`src/rtl/gs_ddram_bridge.sv`:
```
// General Sound memory back-end: byte-wide GS requests onto single-beat 64-bit DDR3
// accesses, with a one-line write-through read cache for sequential fetches.
module gs_ddram_bridge #(
   parameter logic [28:0] BASE_ADDR = 29'h0600_0000,
   parameter int unsigned AW        = 21
) (
   input  logic          DDRAM_CLK,
   input  logic          reset,
   input  logic          flush,
   input  logic [AW-1:0] addr,
   input  logic [7:0]    din,
   output logic [7:0]    dout,
   input  logic          rd,
   input  logic          we,
   output logic          ready,
   input  logic          DDRAM_BUSY,
   output logic [7:0]    DDRAM_BURSTCNT,
   output logic [28:0]   DDRAM_ADDR,
   input  logic [63:0]   DDRAM_DOUT,
   input  logic          DDRAM_DOUT_READY,
   output logic          DDRAM_RD,
   output logic [63:0]   DDRAM_DIN,
   output logic [7:0]    DDRAM_BE,
   output logic          DDRAM_WE
);

   localparam int unsigned TW = AW - 3;

   typedef enum logic [1:0] {IDLE, RD_CMD, RD_WAIT, WR_CMD} state_t;

   state_t        state_q, state_d;
   logic          req_q, req_d;
   logic          ready_q, ready_d;
   logic [7:0]    dout_q, dout_d;
   logic          rd_cmd_q, rd_cmd_d;
   logic          we_cmd_q, we_cmd_d;
   logic          valid_q, valid_d;
   logic          drain_q, drain_d;
   logic [63:0]   line_q, line_d;
   logic [TW-1:0] line_tag_q, line_tag_d;
   logic [TW-1:0] req_tag_q, req_tag_d;
   logic [2:0]    req_sel_q, req_sel_d;
   logic [28:0]   ddr_addr_q, ddr_addr_d;
   logic [63:0]   ddr_din_q, ddr_din_d;
   logic [7:0]    ddr_be_q, ddr_be_d;

   logic          strobe, req_edge, new_wr, new_rd, hit, accept_req, drain_rst;
   logic [TW-1:0] addr_tag;

   assign addr_tag   = addr[AW-1:3];
   assign strobe     = rd | we;
   assign accept_req = (state_q == IDLE) && ready_q;
   assign req_edge   = strobe & ~req_q;
   assign new_wr     = req_edge & we;
   assign new_rd     = req_edge & rd & ~we;
   assign hit        = valid_q && !flush && (line_tag_q == addr_tag);

   // A read command already accepted by DDR3 still owes one data beat after reset.
   assign drain_rst = ((state_q == RD_WAIT) && !DDRAM_DOUT_READY) ||
                      ((state_q == RD_CMD) && rd_cmd_q && !DDRAM_BUSY) ||
                      (drain_q && !DDRAM_DOUT_READY);

   always_ff @(posedge DDRAM_CLK) begin
      if (reset) state_q <= IDLE;
      else       state_q <= state_d;
   end

   always_comb begin
      state_d = state_q;
      case (state_q)
         IDLE: begin
            if (accept_req) begin
               if (new_wr)                          state_d = WR_CMD;
               else if (new_rd && !hit && !drain_q) state_d = RD_CMD;
            end else if (!drain_q) begin
               // ready low while idle means a miss stalled behind a drain
               state_d = RD_CMD;
            end
         end
         RD_CMD:  if (!DDRAM_BUSY)       state_d = RD_WAIT;
         RD_WAIT: if (DDRAM_DOUT_READY)  state_d = IDLE;
         WR_CMD:  if (!DDRAM_BUSY)       state_d = IDLE;
         default:                        state_d = IDLE;
      endcase
   end

   always_comb begin
      ready_d    = ready_q;
      dout_d     = dout_q;
      valid_d    = valid_q & ~flush;
      drain_d    = drain_q & ~DDRAM_DOUT_READY;
      line_d     = line_q;
      line_tag_d = line_tag_q;
      req_tag_d  = req_tag_q;
      req_sel_d  = req_sel_q;
      ddr_addr_d = ddr_addr_q;
      ddr_din_d  = ddr_din_q;
      ddr_be_d   = ddr_be_q;
      req_d      = accept_req ? strobe : (req_q & strobe);
      rd_cmd_d   = (state_d == RD_CMD);
      we_cmd_d   = (state_d == WR_CMD);

      case (state_q)
         IDLE: begin
            if (accept_req && new_wr) begin
               ready_d    = 1'b0;
               ddr_addr_d = BASE_ADDR + 29'(addr_tag);
               ddr_be_d   = 8'b1 << addr[2:0];
               ddr_din_d  = {8{din}};
               if (hit) line_d[{addr[2:0], 3'b000} +: 8] = din;
            end else if (accept_req && new_rd) begin
               if (hit) begin
                  dout_d = line_q[{addr[2:0], 3'b000} +: 8];
               end else begin
                  ready_d    = 1'b0;
                  ddr_addr_d = BASE_ADDR + 29'(addr_tag);
                  req_tag_d  = addr_tag;
                  req_sel_d  = addr[2:0];
               end
            end
         end
         RD_WAIT: begin
            if (DDRAM_DOUT_READY) begin
               line_d     = DDRAM_DOUT;
               line_tag_d = req_tag_q;
               valid_d    = 1'b1;
               dout_d     = DDRAM_DOUT[{req_sel_q, 3'b000} +: 8];
               ready_d    = 1'b1;
            end
         end
         WR_CMD: if (!DDRAM_BUSY) ready_d = 1'b1;
         default: ;
      endcase
   end

   always_ff @(posedge DDRAM_CLK) begin
      if (reset) begin
         ready_q  <= 1'b1;
         dout_q   <= 8'h00;
         rd_cmd_q <= 1'b0;
         we_cmd_q <= 1'b0;
         valid_q  <= 1'b0;
         req_q    <= strobe;
         drain_q  <= drain_rst;
      end else begin
         ready_q  <= ready_d;
         dout_q   <= dout_d;
         rd_cmd_q <= rd_cmd_d;
         we_cmd_q <= we_cmd_d;
         valid_q  <= valid_d;
         req_q    <= req_d;
         drain_q  <= drain_d;
      end
   end

   // Line storage and command payload carry no reset; valid_q and the strobes qualify them.
   always_ff @(posedge DDRAM_CLK) begin
      line_q     <= line_d;
      line_tag_q <= line_tag_d;
      req_tag_q  <= req_tag_d;
      req_sel_q  <= req_sel_d;
      ddr_addr_q <= ddr_addr_d;
      ddr_din_q  <= ddr_din_d;
      ddr_be_q   <= ddr_be_d;
   end

   assign ready          = ready_q;
   assign dout           = dout_q;
   assign DDRAM_BURSTCNT = 8'd1;
   assign DDRAM_ADDR     = ddr_addr_q;
   assign DDRAM_DIN      = ddr_din_q;
   assign DDRAM_BE       = ddr_be_q;
   assign DDRAM_RD       = rd_cmd_q;
   assign DDRAM_WE       = we_cmd_q;

endmodule

```
`config.mk`:
```
export PLATFORM = sky130hd
export DESIGN_NAME = gs_ddram_bridge
export DESIGN_NICKNAME = d
export VERILOG_FILES = /design/src/rtl/gs_ddram_bridge.sv
export SDC_FILE = /design/constraint.sdc
export NUM_CORES = 1
export LEC_CHECK = 0
export BUFFER_PORTS_ARGS = -buffer_cell sky130_fd_sc_hd__buf_2
export CAP_MARGIN = 20
export CORE_MARGIN = 2
export CORE_UTILIZATION = 45
export CTS_CLUSTER_DIAMETER = 30
export DETAILED_ROUTE_END_ITERATION = 8
export PLACE_DENSITY = 0.71
export SYNTH_ARGS = -nofsm -noshare
export SYNTH_HDL_FRONTEND = slang
export SYNTH_SLANG_ARGS = --single-unit
```
`constraint.sdc`:
```
create_clock -name DDRAM_CLK -period 3.3 [get_ports DDRAM_CLK]
set_input_delay 0.165 -clock DDRAM_CLK [delete_from_list [all_inputs] [get_ports DDRAM_CLK]]
set_output_delay 0.165 -clock DDRAM_CLK [all_outputs]
set_load 0.02 [all_outputs]
```
### Word level (Yosys, flattened, before mapping)

Index checks and enable logic that the tools add are counted.

* register bits: 220
* output and inout port bits: 120
* word-level logic and storage cells: 112

* add/sub/neg operators: 2
* eq/ne operators: 15
* shift operators: 5
* mux-type cells: 32
* bitwise operators: 14
* reductions and logical operators: 29

Operators by type and width (number)
* two-way mux 64 bit: 3
* case mux 64 bit (2 select lines): 1
* variable part select 64 x 7 -> 8 bit: 2
* two-way mux 29 bit: 3
* bitwise mux 64 bit: 1
* variable shift 8 x 8 -> 64 bit, first input constant: 1
* variable part select 8 x 8 -> 64 bit: 1
* two-way mux 8 bit: 4
* adder 27 x 18 -> 28 bit, first input constant: 1
* equality test 18 bit: 1
* case mux 8 bit (2 select lines): 1
* two-way mux 2 bit: 7
* logical AND 1 bit: 11
* two-way mux 1 bit: 10
* AND reduction 5 bit: 2
* != test 2 bit, second input constant: 4
* negator 6 -> 8 bit: 1
* case mux 2 bit (4 select lines): 1
* AND reduction 4 bit: 2
* << shifter 1 x 3 -> 8 bit, first input constant: 1
* AND 1 bit: 7
* equality test 2 bit, second input constant: 3
* != test 2 x 1 -> 1 bit, second input constant: 3
* NOT 1 bit: 6
* other kinds (12): 20

### Logic depth before layout (Yosys ltp)

* word-level depth: 11
* mapped depth: 8

### Worst setup path before layout

OpenSTA, ideal clock, no wires.

* path type: reg-to-reg
* start point: register ready_q (netlist: ready)
* end point: register line_q[0], enable pin
* library setup time: 377 ps
* data arrival time: 2377 ps
* data required time: 2923 ps
* slack: 546 ps
* cell stages (with the launch flop): 5
* path buffers: 0
* clock period less this slack: 2754 ps
* cell sequence: dfxtp_1 nor4b_1 and2_1 nand3_1 a22oi_1

* longest elaborated chain between the ends: 4

RTL lines
* from (decl): line 33 `logic ready_q, ready_d;`
* from (signal assigned): line 146 `ready_q <= ready_d;`
* logical AND 1 bit: line 52 `assign accept_req = (state_q == IDLE) && ready_q;`
* logical AND 1 bit: line 105 `if (accept_req && new_wr) begin`
* != test 2 x 1 -> 1 bit (no source line)
* AND reduction 4 bit (no source line)
* to (signal assigned): line 158 `line_q <= line_d;`
* to (decl): line 39 `logic [63:0] line_q, line_d;`

No other way between the ends.
A chain may end at the register's enable or synchronous reset.

### Worst setup path in the final report

* start point: input addr[10]
* end point: register line_q[1], enable pin

* longest elaborated chain between the ends: 4

RTL lines
* from (decl): line 10 `input logic [AW-1:0] addr,`
* equality test 18 bit: line 56 `assign hit = valid_q && !flush && (line_tag_q == addr_tag);`
* logical AND 1 bit: line 56
* != test 2 bit (no source line)
* AND reduction 4 bit (no source line)

No other way between the ends.

==> flow_summary.json <==
{
  "status": "finished clean",
  "internal-power_mw": 3.458,
  "antenna_left": 0,
  "rrSetupSlack_ns": 0.74,
  "die_h_um": 134.1,
  "grt_pass1_wl_um": 28770,
  "gp_congestion": 0.8853,
  "power_density_nw_per_um2": 520.3,
  "relSlewSlack_pct": 44.53,
  "fmax_mhz": 386.9,
  "final_cells": 979,
  "hold_ws_ns": 0.01333,
  "synthTopCellsByCount": "edfxtp_1 (137), buf_4 (77), nand2_1 (57), o21ai_0 (41), mux4_2 (28)",
  "criticalPathCategory": "input port to register",
  "seq_power_share_pct": 46.9,
  "wire_per_inst_um": 19.68,
  "cap_viol_max_count": 0,
  "min_period_over_period_pct": 78.32,
  "port_buffers": 200,
  "drc": 0,
  "yosys.area.top_type_share_pct": 54.05,
  "period_minus_slack_ns": 2.585,
  "rr_startpoint": "line_tag_q[7]",
  "yosys_warnings": 0,
  "dr.pass1.iters": 5,
  "crit_path_max_incr_delay_ns": 0.54,
  "vdd_drop_max_uv": 346.6,
  "yosys.area.top_type": "edfxtp_1",
  "setup_tns_ns": 0,
  "grt_pass1_vias": 5266,
  "p_clk_share_pct": 38.3,
  "p_sw_mw": 1.324,
  "wl_um": 19270,
  "hold_viol_final": 0,
  "clk_pin_slew_worst_paths_ns": 0.07,
  "routed_via_density": 5.515,
  "dp.cells": 924,
  "die_w_um": 134.1,
  "yosysMostFrequentCell": "edfxtp_1",
  "avgSynthCellArea_um2": 13.42,
  "finClkSkew_ns": 0.01135,
  "start_kind": "input port",
  "grt_overflow": 0,
  "area_delta_synth_final_pct": 20.76,
  "insertion_delay_ns": 0.43,
  "start_util_pct": 45.90,
  "antenna_found_initial": 0,
  "place_hpwl_um": 14150,
  "r2r_end": "line_q[1]",
  "grtUsageTotal_pct": 21.56,
  "cp_max_fo": 8,
  "critPathSlowestCell": "dlygate4sd3_1",
  "yosys-top-cells-area": "edfxtp_1 (54%), mux4_2 (8.3%), buf_4 (7.6%), dfxtp_1 (4.2%), nand2_1 (2.8%)",
  "nNetsFinal": 853,
  "hold_path.class": "input port to register",
  "htreeDepth": 4,
  "num_antenna_cells": 0,
  "cts-root-buf": "clkbuf_16",
  "worstHoldStart": "din[2]",
  "rsz0062_at_grt": "no",
  "synth_edf_count": 137,
  "crit_chain": "dlygate4sd3_1 > buf_2 > xnor2_1 > nand4_1 > nor4_2 > buf_4 > nand3_1 > a22oi_1 > buf_4",
  "hold-path-cell-count": 1,
  "ys_async_sr_fraction_pct": 0,
  "core-area_um2": 16580,
  "crit_arrival_ns": 2.73,
  "pin_count": 220,
  "ys_seq_area_share_pct": 58.26,
  "cts_tree": "built",
  "ys.flop_type": "edfxtp_1",
  "swShare_pct": 27.68,
  "dieArea_um2": 17970,
  "end_kind": "register",
  "cts_sinks": 153,
  "cts_max_path_buffers": 2,
  "post_synth_instance_area_um2": 7611,
  "min_to": "DDRAM_DIN[58]",
  "setup_viol": 0,
  "rows": 47,
  "drive_gt1_share_pct": 37.81,
  "numCtsBuffers": 17,
  "p_leak_nw": 3.563,
  "slew_viol_final": 0,
  "combPwrFrac_pct": 14.8,
  "syn_inst": 567,
  "yosysUniqueCellTypes": 46,
  "drtIter0Drc": 453,
  "crit_path_frequent_cell": "buf_4",
  "rr_worst_depth": 7,
  "worst_pin_slew_ns": 0.8321,
  "post_cts_buffers": 0,
  "grt_max_degree": 49,
  "via_count": 5399,
  "cp.required_ns": 3.44,
  "synth_seq_cells": 153
}
kinds of logic (layout without fill, tap and decap cells):
logic type / count (synthesis) / in the layout / synth area share, %
AO/OA/AOI/OAI: 102 / 102 / 8.499
XOR/XNOR: 18 / 18 / 2.071
adder cells (fa/ha/maj): 7 / 7 / 1.151
buffers and inverters: 104 / 279 / 9.469
flip-flops: 153 / 153 / 58.26
multiplexers: 41 / 41 / 10.88
other: 2 / 19 / 0.09867
AND/OR/NAND/NOR: 140 / 140 / 9.568
metrics by stage:
stage	power (mW)	worst slack, ns	util, %	instance area (um^2)
after floorplan	2.762	0.5461	-	7675
after global placement	2.946	0.7092	50.67	8403
after detailed placement	2.964	0.5775	50.67	8403
after CTS	4.802	0.7367	55.42	9191
after global routing	4.943	0.5557	55.42	9191
final	4.782	0.7153	55.42	9191
final cells by class:
type | instances | area [um^2]
well taps | 220 | 275.3
multi-input cells | 327 | 2531
clock inverters | 15 | 132.6
clock buffers | 17 | 425.4
flip-flops and latches | 153 | 4434
inverters | 5 | 18.77
fillers | 1362 | 7392
repair buffers | 242 | 1374
worst max-delay path by stage:
stage                             start    endpoint  slack [ns]  cells after the start
after floorplan                   ready   line_q[0]        0.55                      4
after global placement          addr[1]  line_q[35]        0.71                      8
after detailed placement        addr[1]  line_q[36]        0.58                      8
final                          addr[10]   line_q[1]        0.72                      9
after CTS                      addr[10]   line_q[5]        0.74                      9
after global routing      line_tag_q[7]   line_q[1]        0.56                      7
timing repair:
item,in CTS,in global routing
endpoints found under the hold margin,41,0
resized for setup,0,0
hold buffers,23,0
power by group through the flow:
| stage | combinational, mW | sequential (mW) | clock, mW |
|---|---|---|---|
| finish | 0.707 | 2.24 | 1.83 |
| global route | 0.756 | 2.25 | 1.93 |
| CTS | 0.701 | 2.25 | 1.86 |
| detailed placement | 0.677 | 2.29 | 0 |
| global placement | 0.664 | 2.28 | 0 |
| floorplan | 0.443 | 2.32 | 0 |
worst max-delay path, delay by kind of cell:
kind	cells	cell delay [ns]
buffers and inverters	4	1.13
xor gates and xnor gates	1	0.16
and+or+nand+nor	3	0.77
AOI/OAI and AO/OA	1	0.51
cell usage in the layout (no fill, tap or decap), drive strengths merged, types with 3 or more instances in the layout:
cell type    count
nand3            3
clkinv           7
edfxtp         137
inv             12
and2             5
dlygate4sd3     23
mux4            32
nand4            5
buf            219
nand2           58
nor2b            9
dfxtp           16
xnor2           18
nor2             8
or4              7
mux2i            7
conb            19
clkbuf          17
nand2b          10
o22ai           10
nor3            24
a22o            24
o21ai           41
a21oi           16
ha               7
a21boi           3
state kept, by name, summed over array words and instances (netlist names):
register and flops:
DDRAM_BE 8, state_q 2, line_tag_q 18, ready 1, req_tag_q 18, dout 8
req_sel_q 3, req_q 1, line_q 64, DDRAM_ADDR 18, DDRAM_DIN 8, DDRAM_RD 1
DDRAM_WE 1, valid_q 1, drain_q 1
routing by layer:
metal	global-route usage, %	wire length [um]	share of wire (%)	up-vias
met5	0	0	0	-
met4	9.298	653	3.4	0
met3	4.875	1626	8.4	38
met2	34.13	9158	48	331
met1	28.83	7827	41	2605
li1	-	-	-	2425
(Power assumes the default switching activity.)
